### src/rtl/apuf_response_collector.sv
// Arbiter-PUF controller: drives LFSR challenges into a 16-stage chain and shifts
// KEY_W response bits into a key register. Optional macro: APUF_MAJORITY_VOTE_EN.
module apuf_response_collector #(
    parameter int KEY_W      = 128,
    parameter int SETTLE_CYC = 4,
    parameter int EVAL_CYC   = 8,
    parameter int VOTES      = 5
) (
    input  logic             clk,
    input  logic             reset,
    input  logic             start,
    input  logic [15:0]      seed,
    output logic [0:15]      challenge,
    output logic             puf_in,
    output logic             puf_reset,
    input  logic             puf_out,
    output logic [KEY_W-1:0] key,
    output logic             key_valid,
    output logic             busy
);

    localparam int MAX_CYC = (SETTLE_CYC > EVAL_CYC) ? SETTLE_CYC : EVAL_CYC;
    localparam int CNT_W   = $clog2(MAX_CYC) + 1;
    localparam int BIT_W   = $clog2(KEY_W) + 1;

    typedef enum logic [2:0] {IDLE, LOAD, CLEAR, WAIT, SHIFT, DONE} state_t;

    state_t           state;
    logic [1:0]       sync_q;
    logic             resp_s;
    logic             sample_bit;
    logic [CNT_W-1:0] cyc_cnt;
    logic [BIT_W-1:0] bit_cnt;
    logic             fb;

    assign resp_s = sync_q[1];
    assign fb     = challenge[15] ^ challenge[13] ^ challenge[12] ^ challenge[10];

`ifdef APUF_MAJORITY_VOTE_EN
    logic [3:0] vote_idx;
    logic [3:0] ones;
    logic [4:0] vote_sum;
    assign vote_sum = {1'b0, ones} + {4'b0, resp_s};
`endif

    // puf_out is launched by puf_in and settles with no relation to clk
    always_ff @(posedge clk or posedge reset) begin
        if (reset) sync_q <= '0;
        else       sync_q <= {sync_q[0], puf_out};
    end

    // NOTE: puf_in/puf_reset are registered on entry to each state so they hold steady for the whole state.
    always_ff @(posedge clk or posedge reset) begin
        if (reset) begin
            state      <= IDLE;
            challenge  <= '0;
            puf_in     <= 1'b0;
            puf_reset  <= 1'b1;
            key        <= '0;
            key_valid  <= 1'b0;
            busy       <= 1'b0;
            bit_cnt    <= '0;
            cyc_cnt    <= '0;
            sample_bit <= 1'b0;
`ifdef APUF_MAJORITY_VOTE_EN
            vote_idx   <= '0;
            ones       <= '0;
`endif
        end else begin
            case (state)
                IDLE: if (start) state <= LOAD;
                LOAD: begin
                    challenge <= (seed == 16'h0000) ? 16'hACE1 : seed;
                    bit_cnt   <= '0;
                    cyc_cnt   <= '0;
                    key       <= '0;
                    key_valid <= 1'b0;
                    busy      <= 1'b1;
                    puf_reset <= 1'b1;
                    puf_in    <= 1'b0;
`ifdef APUF_MAJORITY_VOTE_EN
                    vote_idx  <= '0;
                    ones      <= '0;
`endif
                    state     <= CLEAR;
                end
                CLEAR: begin
                    if (cyc_cnt == CNT_W'(SETTLE_CYC - 1)) begin
                        cyc_cnt   <= '0;
                        puf_reset <= 1'b0;
                        puf_in    <= 1'b1;
                        state     <= WAIT;
                    end else begin
                        cyc_cnt <= cyc_cnt + 1'b1;
                    end
                end
                WAIT: begin
                    if (cyc_cnt == CNT_W'(EVAL_CYC - 1)) begin
                        cyc_cnt   <= '0;
                        puf_in    <= 1'b0;
                        puf_reset <= 1'b1;
`ifdef APUF_MAJORITY_VOTE_EN
                        if (vote_idx == 4'(VOTES - 1)) begin
                            sample_bit <= (vote_sum > 5'(VOTES / 2));
                            state      <= SHIFT;
                        end else begin
                            ones     <= vote_sum[3:0];
                            vote_idx <= vote_idx + 1'b1;
                            state    <= CLEAR;
                        end
`else
                        sample_bit <= resp_s;
                        state      <= SHIFT;
`endif
                    end else begin
                        cyc_cnt <= cyc_cnt + 1'b1;
                    end
                end
                SHIFT: begin
                    key       <= {key[KEY_W-2:0], sample_bit};
                    bit_cnt   <= bit_cnt + 1'b1;
                    challenge <= {challenge[1:15], fb};
`ifdef APUF_MAJORITY_VOTE_EN
                    vote_idx  <= '0;
                    ones      <= '0;
`endif
                    state     <= (bit_cnt == BIT_W'(KEY_W - 1)) ? DONE : CLEAR;
                end
                DONE: begin
                    key_valid <= 1'b1;
                    busy      <= 1'b0;
                    state     <= IDLE;
                end
                default: state <= IDLE;
            endcase
        end
    end

endmodule

### config.mk
export PLATFORM = sky130hd
export DESIGN_NAME = apuf_response_collector
export DESIGN_NICKNAME = d
export VERILOG_FILES = /design/src/rtl/apuf_response_collector.sv
export SDC_FILE = /design/constraint.sdc
export NUM_CORES = 1
export LEC_CHECK = 0
export CAP_MARGIN = 20
export CORE_MARGIN = 10
export CORE_UTILIZATION = 48
export DETAILED_ROUTE_END_ITERATION = 10
export MAX_ROUTING_LAYER = met4
export PLACE_DENSITY = 0.79
export SLEW_MARGIN = 10
export SYNTH_ARGS = -nofsm -noshare
export SYNTH_HDL_FRONTEND = slang
export SYNTH_SLANG_ARGS = --single-unit
### constraint.sdc
create_clock -name clk -period 6.14 [get_ports clk]
set_input_delay 1.228 -clock clk [delete_from_list [all_inputs] [get_ports clk]]
set_output_delay 1.228 -clock clk [all_outputs]
set_load 0.02 [all_outputs]
==> impl_metrics.prom <==
# TYPE chip_impl_metric gauge
chip_impl_metric{name="dr_wl_met3",unit="um"} 1160
chip_impl_metric{name="buffer_ports.inserted",unit=""} 167
chip_impl_metric{name="netlist_area",unit="um2"} 6280
chip_impl_metric{name="maximum_clock_rate",unit="MHz"} 339
chip_impl_metric{name="cap_violations",unit=""} 0
chip_impl_metric{name="diodes",unit=""} 0
chip_impl_metric{name="fillCellCount",unit=""} 917
chip_impl_info{name="worst-setup-path-type",value="register to register"} 1
chip_impl_metric{name="pin_count_of_the_biggest_net_entering_global_routing",unit=""} 115
chip_impl_metric{name="synth_sequential_area_ratio",unit="%"} 66.2
chip_impl_metric{name="synth.ff_latch_count",unit=""} 166
chip_impl_info{name="setup.worst_path.end_class",value="register"} 1
chip_impl_info{name="layout_common_cells",value="clkdlybuf4s50_1 (167), dfrtp_1 (165), a22o_1 (131), nand2_1 (34), o21ai_0 (20)"} 1
chip_impl_metric{name="drive_gt1_share",unit="%"} 8.24
chip_impl_metric{name="area.growth.synth_to_final",unit="%"} 38.7
chip_impl_metric{name="period_share",unit="%"} 48.0
chip_impl_metric{name="grt_first_pass_wirelength",unit="um"} 26000
chip_impl_metric{name="min_tclk_post_route",unit="ns"} 2.95
chip_impl_metric{name="slew-limit-headroom",unit="%"} 34.5
chip_impl_metric{name="route.detailed.wl_per_inst",unit="um"} 19.8
chip_impl_metric{name="dr.pass1.iters",unit=""} 4
chip_impl_metric{name="synth_cells",unit=""} 465
chip_impl_metric{name="timing.hold.ws",unit="ns"} 0.370
chip_impl_info{name="synth-main-ff-cell",value="dfrtp_1"} 1
chip_impl_info{name="worst_hold_path_type",value="register to register"} 1
chip_impl_metric{name="drt_first_iter_violations",unit=""} 363
chip_impl_metric{name="post-route-worst-setup-slack",unit="ns"} 3.19
chip_impl_metric{name="grt_pass1_vias",unit=""} 4690
chip_impl_metric{name="detail_route.wirelength",unit="um"} 15900
chip_impl_metric{name="total_negative_setup_slacks",unit="ns"} 0
chip_impl_metric{name="grt_antenna_before_repair",unit=""} 0
chip_impl_metric{name="required",unit="ns"} 6.44
chip_impl_metric{name="cts_setup_buffers",unit=""} 0
chip_impl_metric{name="pre_cts_ws",unit="ns"} 2.95
chip_impl_info{name="critPathTopFamily",value="buffers and inverters"} 1
chip_impl_info{name="cp_slowest_cell",value="buf_4"} 1
chip_impl_metric{name="route.detailed.vias_per_inst",unit=""} 5.72
chip_impl_metric{name="worst_slew_pin_slew",unit="ns"} 0.983
chip_impl_metric{name="cts_buffer_depth",unit=""} 2
chip_impl_metric{name="fp.dieH",unit="um"} 134
chip_impl_info{name="timing.critical_path.mode_cell",value="buf_4"} 1
chip_impl_metric{name="fin_worst_skew",unit="ns"} 0.00607
chip_impl_metric{name="worst_skew_pair.late_latency",unit="ns"} 0.42
chip_impl_info{name="topRoutingLayerUsed",value="met4"} 1
chip_impl_metric{name="number_of_max_slew_violations_in_the_final_report",unit=""} 0
chip_impl_metric{name="detail_route.drc_violations",unit=""} 0
chip_impl_metric{name="postCtsHoldBufs",unit=""} 0
chip_impl_metric{name="worstPathArrival",unit="ns"} 3.25
chip_impl_metric{name="cts_made_buffers",unit=""} 17
chip_impl_metric{name="r2r_slack",unit="ns"} 3.19
chip_impl_metric{name="nNetsFinal",unit=""} 640
chip_impl_metric{name="synth-async-reset-ratio",unit="%"} 100
chip_impl_metric{name="worstPathMaxFanout",unit=""} 90
chip_impl_info{name="rsz0062_at_grt",value="false"} 1
chip_impl_metric{name="dr_wl_met2",unit="um"} 7280
chip_impl_metric{name="start_util",unit="%"} 49.4
chip_impl_info{name="tritoncts",value="yes"} 1
chip_impl_metric{name="design.portCount",unit=""} 168
chip_impl_metric{name="synth_enable_flop_cells",unit=""} 0
chip_impl_info{name="crit_path_cell_trace",value="nor3b_4, buf_4, buf_4, nand4_1, o211ai_1, o31ai_1"} 1
chip_impl_metric{name="power_per_cell_area",unit="nW/um2"} 280
chip_impl_metric{name="overall_routing_resource_usage",unit="%"} 18.3
chip_impl_metric{name="total_leakage_power",unit="nW"} 3.93
chip_impl_metric{name="critical_path.n_buffers_inverters",unit=""} 2
chip_impl_metric{name="gr-total-overflow",unit=""} 0
chip_impl_info{name="status",value="completed"} 1
chip_impl_metric{name="postSynthAreaPerCell",unit="um2"} 13.5
chip_impl_metric{name="die_x",unit="um"} 134
chip_impl_metric{name="place.gp.congestion",unit=""} 0.856
chip_impl_metric{name="die_area",unit="um2"} 18100
chip_impl_info{name="cp-start-kind",value="register"} 1
chip_impl_metric{name="yosysUniqueCellTypes",unit=""} 44
chip_impl_metric{name="met1_length",unit="um"} 7190
chip_impl_metric{name="syn_nets",unit=""} 487
chip_impl_metric{name="yosys_warnings",unit=""} 0
chip_impl_metric{name="finalSetupViolations",unit=""} 0
chip_impl_metric{name="vias",unit=""} 4593
chip_impl_metric{name="ctsHtreeMaxLevel",unit=""} 4
chip_impl_metric{name="placementRows",unit=""} 41
chip_impl_metric{name="ir_drop",unit="uV"} 155
chip_impl_metric{name="number_of_gates_given_a_new_drive_strength_after_cts",unit=""} 0
chip_impl_info{name="root_cell_of_the_clock_tree",value="clkbuf_16"} 1
chip_impl_metric{name="critPathMaxStageDelay",unit="ns"} 0.78
chip_impl_metric{name="area_of_the_core_region",unit="um2"} 12700
chip_impl_info{name="layout.cells.most_common",value="clkdlybuf4s50_1"} 1
chip_impl_metric{name="timing.final.hold_violations",unit=""} 0
chip_impl_metric{name="final_antenna_net_count",unit=""} 0
chip_impl_metric{name="clk_pin_slew_worst_paths",unit="ns"} 0.06
chip_impl_metric{name="hpwl",unit="um"} 10700
chip_impl_metric{name="cts_num_sinks",unit=""} 166
## registers in the layout (all words and copies together) (netlist names)
register / flops
key_valid: 1
sample_bit: 1
key: 128
state: 3
cyc_cnt: 4
sync_q: 2
challenge: 16
bit_cnt: 8
busy: 1
puf_in: 1
puf_reset: 1
## cells in the mapped netlist (2+ instances only)
cell type  number  area share, %
a21oi_1         3           0.24
a22o_1        131             18
a22oi_1        15            1.8
buf_2          28            2.2
clkbuf_1        7           0.42
dfrtp_1       165             66
ha_1            2           0.40
inv_1           2           0.12
mux2_2          3           0.54
nand2_1        34            2.0
nand2b_1        4           0.40
nand3_1         5           0.40
nor2_1          7           0.42
nor3_1          2           0.16
nor3b_4         2           0.60
nor4_1          4           0.40
o21ai_0        20            1.6
o22ai_1         2           0.20
or2_2           2           0.20
xnor2_1         3           0.42
## stage by stage
stage | utilization, % | power, mW | cells | instance area, um2
floorplan | - | 1.19 | 465 | 6280
global placement | 63.1 | 1.24 | 771 | 8030
detailed placement | 63.1 | 1.24 | 771 | 8030
CTS | 68.5 | 2.46 | 803 | 8710
global route | 68.5 | 2.51 | 803 | 8710
finish | 68.5 | 2.44 | 803 | 8710
## final cells by class
class                   instances  area [um2]  share of cell area (%)
inverters                       2        12.5                   0.144
well taps                     172         215                    2.47
repair buffers                172        1710                    19.6
clock inverters                14         245                    2.82
flip-flops and latches        166        4160                    47.7
multi-input cells             259        1930                    22.2
clock buffers                  18         439                    5.04
## metal layers
metal | vias to the layer above | GRT usage, %
met5 | - | -
met4 | 0 | 6.11
met3 | 20 | 6.31
met2 | 190 | 26.0
met1 | 2322 | 24.0
li1 | 2061 | -
## cell families after synthesis
logic type	after synthesis	share of synthesized area (%)
AO/OA/AOI/OAI	177	23.0
XOR/XNOR	4	0.558
adder cells (fa/ha/maj)	2	0.398
buffers and inverters	40	3.13
flip-flops	166	66.2
multiplexers	4	0.697
AND/OR/NAND/NOR	72	6.04
## report_power, final
part	total [mW]	internal, mW	leakage, nW	switching, mW
Combinational	0.101	0.0448	1.38	0.0562
Clock	1.21	0.779	0.331	0.436
Sequential	1.12	1.11	2.22	0.0149
## worst paths after layout
kind | to | cells past startpoint | from
worst max-delay path | bit_cnt[7]$_DFFE_PP0P_ | 6 | state[2]$_DFFE_PP0P_
worst min-delay path | sync_q[1]$_DFF_PP0_ | 0 | sync_q[0]$_DFF_PP0_
worst max register to register | bit_cnt[7]$_DFFE_PP0P_ | 6 | state[2]$_DFFE_PP0P_
worst min register to register | sync_q[1]$_DFF_PP0_ | 0 | sync_q[0]$_DFF_PP0_
max in group asynchronous | key[25]$_DFFE_PP0P_ | 3 | reset
min in group asynchronous | key[67]$_DFFE_PP0P_ | 2 | reset
(Power assumes the default switching activity.)
